[src/rtl/hmnoc_ctrl_pkg.sv]
// hmnoc_ctrl_pkg: shared control-plane types for the cluster load controller and router.
//   cl_state_e : cluster_load_ctrl FSM states
//   dir_e      : router port directions
//   cnt_width  : counter width needed to index n items (minimum 1 bit)
package hmnoc_ctrl_pkg;

    typedef enum logic [2:0] {
        IDLE,
        LD_WGHT,
        LD_IACT,
        WAIT_LOAD,
        START,
        COMPUTE,
        WRBACK,
        DONE
    } cl_state_e;

    typedef enum logic [2:0] {
        DIR_LOCAL,
        DIR_NORTH,
        DIR_SOUTH,
        DIR_EAST,
        DIR_WEST
    } dir_e;

    function automatic int cnt_width(input int n);
        return (n > 1) ? $clog2(n) : 1;
    endfunction

endpackage

[src/rtl/glb_addr_seq.sv]
// glb_addr_seq: GLB address sequencer, counts LEN steps from BASE while en is high.
//   clk, reset : clock, async active-high reset (clears the count)
//   en         : advance one address this cycle
//   addr       : BASE + count, wrapping modulo 2^ADDR_WIDTH
//   last       : the current address is the final one of the run
// The count returns to zero after the last step, so every run starts at BASE.
module glb_addr_seq
    import hmnoc_ctrl_pkg::*;
#(
    parameter int ADDR_WIDTH = 9,
    parameter int BASE       = 0,
    parameter int LEN        = 1,
    localparam int CW        = cnt_width(LEN)
) (
    input  logic                  clk,
    input  logic                  reset,
    input  logic                  en,
    output logic [ADDR_WIDTH-1:0] addr,
    output logic                  last
);

    logic [CW-1:0] idx;

    always_ff @(posedge clk or posedge reset) begin
        if (reset)
            idx <= '0;
        else if (en)
            idx <= last ? '0 : idx + 1'b1;
    end

    assign last = idx == CW'(LEN - 1);
    assign addr = ADDR_WIDTH'(BASE) + ADDR_WIDTH'(idx);

endmodule

[src/rtl/cluster_load_ctrl.sv]
// cluster_load_ctrl: sequences one PE-cluster pass: load weights, load iacts, start, write back psums.
//   go                                   : start a pass (only looked at in IDLE)
//   read_req_*/r_addr_*                  : GLB read strobes and addresses
//   west_enable_i_*/load_en_*            : read strobes delayed by the 1-cycle GLB latency
//   load_done, compute_done              : handshakes from the PE cluster
//   start                                : one-cycle compute start pulse
//   pe_out                               : X_dim column results, captured on compute_done
//   west_data_i_psum/west_enable_i_psum/w_addr_psum : psum write-back to the router/GLB
//   busy, done                           : not-IDLE flag and end-of-pass pulse
module cluster_load_ctrl
    import hmnoc_ctrl_pkg::*;
#(
    parameter int DATA_WIDTH     = 16,
    parameter int ADDR_WIDTH     = 9,
    parameter int X_dim          = 3,
    parameter int NUM_WGHT       = 9,
    parameter int NUM_IACT       = 25,
    parameter int W_READ_ADDR    = 0,
    parameter int A_READ_ADDR    = 0,
    parameter int PSUM_LOAD_ADDR = 0
) (
    input  logic                             clk,
    input  logic                             reset,
    input  logic                             go,
    output logic                             read_req_wght,
    output logic                             read_req_iact,
    output logic [ADDR_WIDTH-1:0]            r_addr_wght,
    output logic [ADDR_WIDTH-1:0]            r_addr_iact,
    output logic                             west_enable_i_wght,
    output logic                             west_enable_i_iact,
    output logic                             load_en_wght,
    output logic                             load_en_act,
    input  logic                             load_done,
    output logic                             start,
    input  logic                             compute_done,
    input  logic [X_dim-1:0][DATA_WIDTH-1:0] pe_out,
    output logic [DATA_WIDTH-1:0]            west_data_i_psum,
    output logic                             west_enable_i_psum,
    output logic [ADDR_WIDTH-1:0]            w_addr_psum,
    output logic                             busy,
    output logic                             done
);

    cl_state_e state, next;
    logic wght_d, iact_d;
    logic w_last, i_last, p_last;
    logic [ADDR_WIDTH-1:0] w_addr, i_addr, p_addr;
    logic [X_dim-1:0][DATA_WIDTH-1:0] psum_q;

    glb_addr_seq #(.ADDR_WIDTH(ADDR_WIDTH), .BASE(W_READ_ADDR), .LEN(NUM_WGHT)) u_wght_seq (
        .clk(clk), .reset(reset), .en(read_req_wght), .addr(w_addr), .last(w_last)
    );

    glb_addr_seq #(.ADDR_WIDTH(ADDR_WIDTH), .BASE(A_READ_ADDR), .LEN(NUM_IACT)) u_iact_seq (
        .clk(clk), .reset(reset), .en(read_req_iact), .addr(i_addr), .last(i_last)
    );

    glb_addr_seq #(.ADDR_WIDTH(ADDR_WIDTH), .BASE(PSUM_LOAD_ADDR), .LEN(X_dim)) u_psum_seq (
        .clk(clk), .reset(reset), .en(west_enable_i_psum), .addr(p_addr), .last(p_last)
    );

    always_ff @(posedge clk or posedge reset) begin
        if (reset) begin
            state  <= IDLE;
            wght_d <= 1'b0;
            iact_d <= 1'b0;
            psum_q <= '0;
        end else begin
            state  <= next;
            wght_d <= read_req_wght;
            iact_d <= read_req_iact;
            // word 0 is always the one being written back; shift the rest down each WRBACK cycle
            if (state == COMPUTE && compute_done)
                psum_q <= pe_out;
            else if (state == WRBACK)
                psum_q <= psum_q >> DATA_WIDTH;
        end
    end

    always_comb begin
        next = state;
        case (state)
            IDLE:      next = go           ? LD_WGHT   : IDLE;
            LD_WGHT:   next = w_last       ? LD_IACT   : LD_WGHT;
            LD_IACT:   next = i_last       ? WAIT_LOAD : LD_IACT;
            WAIT_LOAD: next = load_done    ? START     : WAIT_LOAD;
            START:     next = COMPUTE;
            COMPUTE:   next = compute_done ? WRBACK    : COMPUTE;
            WRBACK:    next = p_last       ? DONE      : WRBACK;
            default:   next = IDLE;
        endcase
    end

    assign read_req_wght      = state == LD_WGHT;
    assign read_req_iact      = state == LD_IACT;
    assign r_addr_wght        = read_req_wght ? w_addr : '0;
    assign r_addr_iact        = read_req_iact ? i_addr : '0;
    assign west_enable_i_wght = wght_d;
    assign load_en_wght       = wght_d;
    assign west_enable_i_iact = iact_d;
    assign load_en_act        = iact_d;
    assign start              = state == START;
    assign west_enable_i_psum = state == WRBACK;
    assign west_data_i_psum   = west_enable_i_psum ? psum_q[0] : '0;
    assign w_addr_psum        = west_enable_i_psum ? p_addr : '0;
    assign busy               = state != IDLE;
    assign done               = state == DONE;

endmodule

[config.mk]
export PLATFORM = sky130hd
export DESIGN_NAME = cluster_load_ctrl
export DESIGN_NICKNAME = d
export VERILOG_FILES = /design/src/rtl/hmnoc_ctrl_pkg.sv /design/src/rtl/glb_addr_seq.sv /design/src/rtl/cluster_load_ctrl.sv
export SDC_FILE = /design/constraint.sdc
export NUM_CORES = 1
export LEC_CHECK = 0
export CORE_MARGIN = 10
export CORE_UTILIZATION = 37
export CTS_CLUSTER_SIZE = 14
export DETAILED_ROUTE_END_ITERATION = 10
export PLACE_DENSITY = 0.66
export SLEW_MARGIN = 5
export SYNTH_ARGS = -nofsm -noshare
export SYNTH_HDL_FRONTEND = slang
export SYNTH_HIERARCHICAL = 1
export SYNTH_SLANG_ARGS = --single-unit
[constraint.sdc]
create_clock -name clk -period 5.8 [get_ports clk]
set_clock_uncertainty 0.1 [all_clocks]
set_input_delay 1.45 -clock clk [delete_from_list [all_inputs] [get_ports clk]]
set_output_delay 1.45 -clock clk [all_outputs]
set_load 0.01 [all_outputs]
# After elaboration in Yosys (flattened, before gate mapping)
# Cells that the tools add are included.
# word_totals
ff_bits	64
out_inout_bits	53
wordCells	42
# classes
eq_ne	10
addsub	3
n_mux	16
reduce_logical	4
# ops
op	n
$mux W48	2
$pmux W3 S7	1
$mux W16	1
$eq A3 B3 Y1 const B	4
$mux W5	2
$mux W2	4
$mux W4	2
$eq A3 B2 Y1 const B	2
$add A5 B1 Y5 const B	1
$eq A5 B5 Y1 const B	1
$add A4 B1 Y4 const B	1
$eq A4 B4 Y1 const B	1
$eq A3 B1 Y1 const B	1
$logic_not A3 Y1	1
$mux W1	3
$mux W3	1
$reduce_bool A3 Y1	1
$add A2 B1 Y2 const B	1
$eq A2 B2 Y1 const B	1
$reduce_bool A2 Y1	1
$logic_and A1 B1 Y1	1

# Depth between registers and ports, before layout
# logic_depth
ltp_word	3
depth_mapped	8
depth_no_buf	7

# Hierarchy
# The synthesis kept the hierarchy.
# by_module_without_submodules
module	cells_each	seq_area_each_um2	instances	area_each_um2
cluster_load_ctrl	240	1326.3	1	2651.3
glb_addr_seq at u_iact_seq	32	125.1	1	312.8
glb_addr_seq at u_wght_seq	31	100.1	1	261.5
glb_addr_seq at u_psum_seq	16	50.0	1	146.4

# Worst setup path after synthesis
# Ideal clock, no wire load.
# synth_path
path_type	reg2out
start	register state[1]
end	output port r_addr_wght[0]
arrival_ns	1.470
required_time_ns	4.250
stages_incl_launch_ff	5
slack_ns	2.780
path_cell_list	dfrtp_1 -> buf_4 -> nand2b_4 -> nor2_1 -> and2_1
# synth_via
elab_chain_cells	2
# synth_rtl
element	line_no	text
start: declaration	cluster_load_ctrl.sv:44	cl_state_e state, next;
start signal: assignment	cluster_load_ctrl.sv:69	state <= next;
$eq A3 B1 Y1	cluster_load_ctrl.sv:94	assign read_req_wght = state == LD_WGHT;
net read_req_wght	cluster_load_ctrl.sv:25	output logic read_req_wght,
$mux W4	cluster_load_ctrl.sv:96	assign r_addr_wght = read_req_wght ? w_addr : '0;
end: declaration	cluster_load_ctrl.sv:27	output logic [ADDR_WIDTH-1:0] r_addr_wght,
# The timed path passes the listed nets, and every way through them passes these cells.

# Worst setup path after layout
# layout_path
start	register state[2]
end	output port west_data_i_psum[8]
# layout_via
elab_chain_cells	2
# layout_rtl
element	line_no	text
$eq A3 B3 Y1	cluster_load_ctrl.sv:103	assign west_enable_i_psum = state == WRBACK;
$mux W16	cluster_load_ctrl.sv:104	assign west_data_i_psum = west_enable_i_psum ? psum_q[0] : '0;
end: declaration	cluster_load_ctrl.sv:37	output logic [DATA_WIDTH-1:0] west_data_i_psum,
# Every way passes these cells.

==> results.sh <==
export IMPL_synth_avg_cell_area_um2=10.57
export IMPL_worst_path_max_delay_cell="and3b_2"
export IMPL_synth_top_family_by_area="compound AO/OA/AOI/OAI gates"
export IMPL_hold_class="reg2reg"
export IMPL_relSlewSlack_pct=39.78
export IMPL_core_area_um2=8806
export IMPL_route_detailed_drc=0
export IMPL_cp_end_kind="primary output"
export IMPL_synth_ff_latch_count=64
export IMPL_max_freq_mhz=240.5
export IMPL_p_switching_w=0.0006169
export IMPL_ys_warn_count=6
export IMPL_pin_count=106
export IMPL_syn_inst=319
export IMPL_dp_hpwl_um=5874
export IMPL_r2r_slack_ns=3.70
export IMPL_final_common_cell="clkdlybuf4s50_1"
export IMPL_port_buffers=89
export IMPL_dieArea_um2=13330
export IMPL_die_w_um=115.5
export IMPL_ctsHoldBuffers=0
export IMPL_grt_pass1_wl_um=12920
export IMPL_maxCapViolCount=0
export IMPL_dieHeight_um=115.5
export IMPL_grt_met1_usage_pct=14.43
export IMPL_ctsResizeCount=0
export IMPL_grt_max_degree=54
export IMPL_power_density_nw_per_um2=416.4
export IMPL_hold_end="psum_q[4]"
export IMPL_syn_area_um2=3372
export IMPL_layout_common_cells="clkdlybuf4s50_1 (89), dfrtp_1 (64), and2_1 (43)"
export IMPL_reg2regPathDepth=3
export IMPL_htree_levels=3
export IMPL_seq_power_share_pct=42.7
export IMPL_clk_pin_slew_ns=0.09
export IMPL_period_needed_ns=4.158
export IMPL_fin_tns_setup_ns=0
export IMPL_diodes=0
export IMPL_clock_sinks=64
export IMPL_crit_required_ns=4.25
export IMPL_met3_usage_pct=3.824
export IMPL_synth_compound_area_share_pct=18.07
export IMPL_grt_pass1_vias=2529
export IMPL_clkPwrFrac_pct=24.0
export IMPL_num_vias=2492
export IMPL_wl_per_cell_um=15.69
export IMPL_totalWireLength_um=8020
export IMPL_worstHoldStart="psum_q[4]"
export IMPL_worstSetupStartpointType="register"
export IMPL_first_iter_violations=81
export IMPL_synth_xor_area_share_pct=0
export IMPL_min_period_over_period_pct=71.69
export IMPL_hold_viol=0
export IMPL_reg2reg_to="psum_q[33]"
export IMPL_cts_tree="done"
export IMPL_arrival_ns=2.61
export IMPL_cp_max_fo=28
export IMPL_busiest_layer="met2"
export IMPL_routabilityCongestion=0.7239
export IMPL_drive_above_1_share_pct=7.444
export IMPL_yosysSeqAreaShare_pct=47.50
export IMPL_crit_reg2reg_launch="state[2]"
export IMPL_p_int_w=0.001218
export IMPL_cp_top_family="buffers and inverters"
export IMPL_root_buffer="clkbuf_8"
export IMPL_power_leakage_nw=1.983
export IMPL_crit_buf_inv=2
export IMPL_cts_setup_buffers=0
export IMPL_yosys_area_share_simple_pct=16.81
export IMPL_outcome="complete, no violations"
export IMPL_nets=455
export IMPL_muxShareOfSynthArea_pct=5.937
export IMPL_drv_slew=0
export IMPL_switching_share_pct=33.63
export IMPL_path_class="reg2out"
export IMPL_cts_buffer_depth=2
export IMPL_path_cells="and3b_2, buf_4, and2_1, clkdlybuf4s50_1"
export IMPL_ant_nets=0
export IMPL_grt_ovfl_total=0
export IMPL_vdd_drop_max_v=0.0002057
export IMPL_fin_util_pct=50.03
export IMPL_ys_types=40
export IMPL_final_setup_viol_count=0
export IMPL_holdPathStages=1
export IMPL_cts_buffers=9
export IMPL_area_delta_synth_final_pct=30.65
export IMPL_grt_util_met2_pct=19.79
export IMPL_max_stage_delay_ns=0.62
export IMPL_combinationalPowerShare_pct=33.3
export IMPL_worst_pin_slew_ns=0.9000
export IMPL_initial_core_util_pct=38.29
export IMPL_via_per_inst=4.877
export IMPL_rsz0062_at_grt="no"
export IMPL_synthAdderAreaFrac_pct=1.484
export IMPL_drt_pass1_iter_count=4
export IMPL_clock_latency_ns=0.35
export IMPL_grtUsageTotal_pct=12.22
export IMPL_antenna_found_initial=0
export IMPL_core_rowCount=34
==> layout make-up <==
class / instances / area, um2
Fill cell: 811 / 4400
Sequential cell: 64 / 1602
Multi-Input combinational cell: 221 / 1488
Timing Repair Buffer: 93 / 920.9
Tap cell: 108 / 135.1
Clock buffer: 9 / 123.9
Clock inverter: 7 / 102.6
Inverter: 9 / 33.78
==> worst max-delay path by stage <==
| stage | depth (start not counted) | slack [ns] | endpoint | start |
|---|---|---|---|---|
| 2_1_floorplan | 4 | 2.78 | r_addr_wght[0] | state[1] |
| 3_3_place_gp | 4 | 2.06 | west_data_i_psum[8] | state[2] |
| 3_5_place_dp | 4 | 1.99 | west_data_i_psum[8] | state[2] |
| 4_1_cts | 4 | 1.60 | west_data_i_psum[8] | state[2] |
| 5_1_grt | 4 | 1.43 | west_data_i_psum[11] | state[2] |
| 6_report | 4 | 1.64 | west_data_i_psum[8] | state[2] |
==> power by group through the flow <==
stage	logic (W)	registers, W	clock network (W)
2_1_floorplan	0.000489	0.000737	0
3_3_place_gp	0.000598	0.000784	0
3_5_place_dp	0.000619	0.000793	0
4_1_cts	0.000623	0.000784	0.000453
5_1_grt	0.000689	0.000818	0.000472
6_report	0.000612	0.000783	0.000440
==> per-layer routing <==
metal	vias up	part of all wire [%]	wire [um]
met4	0	2.0	160
met1	1187	42	3338
met2	64	49	3959
li1	1231	-	-
met3	10	7.0	562
met5	-	0	0
==> cells in the mapped netlist (all sizes together) <==
cell type  number  area, um2
dfrtp          64       1602
clkbuf          2      8.750
nor3b           3      27.52
ha              4      50.05
or3b            1      8.760
or3             1      6.260
nand2b          5      38.78
nand2          30      112.6
and4b           2      23.77
and3            2      13.77
inv             9      33.78
a22o           34      297.8
nor2b           2      12.51
nand3           1      5.000
nor2            4      30.03
o21ai          27      138.9
a21o           17      128.9
buf            36      290.3
o211ai          1      7.510
and2           43      269.0
nor3            2      10.01
o32ai           1      8.760
and3b           1      8.760
a21boi          1      7.510
conb            3      11.26
o311ai          1      8.760
a21oi           1      5.000
mux2i          20      200.2
o22ai           1      6.260
==> sequential cells by signal, indices dropped and copies added (netlist names) <==
register,flops
u_wght_seq/idx,4
psum_q,48
u_psum_seq/idx,2
u_iact_seq/idx,5
load_en_wght,1
load_en_act,1
state,3
==> stage by stage <==
step | cell area (um2) | setup WS, ns | hold WS [ns] | std cells | power, W
after floorplan | 3421 | 2.780 | 0.3408 | 332 | 0.001226
after global placement | 4179 | 2.060 | 0.3489 | 495 | 0.001382
after detailed placement | 4179 | 1.995 | 0.3571 | 495 | 0.001412
after CTS | 4405 | 1.599 | 0.3781 | 511 | 0.001860
after global routing | 4405 | 1.433 | 0.3873 | 511 | 0.001979
final | 4405 | 1.642 | 0.3711 | 511 | 0.001835
==> cell families after synthesis <==
family	Yosys count
other	3
DFF	64
muxes	20
adders and majority gates	4
AOI/OAI and AO/OA	84
and+or+nand+nor	97
buffers and inverters	47
Power figures use the tool's default switching activity.
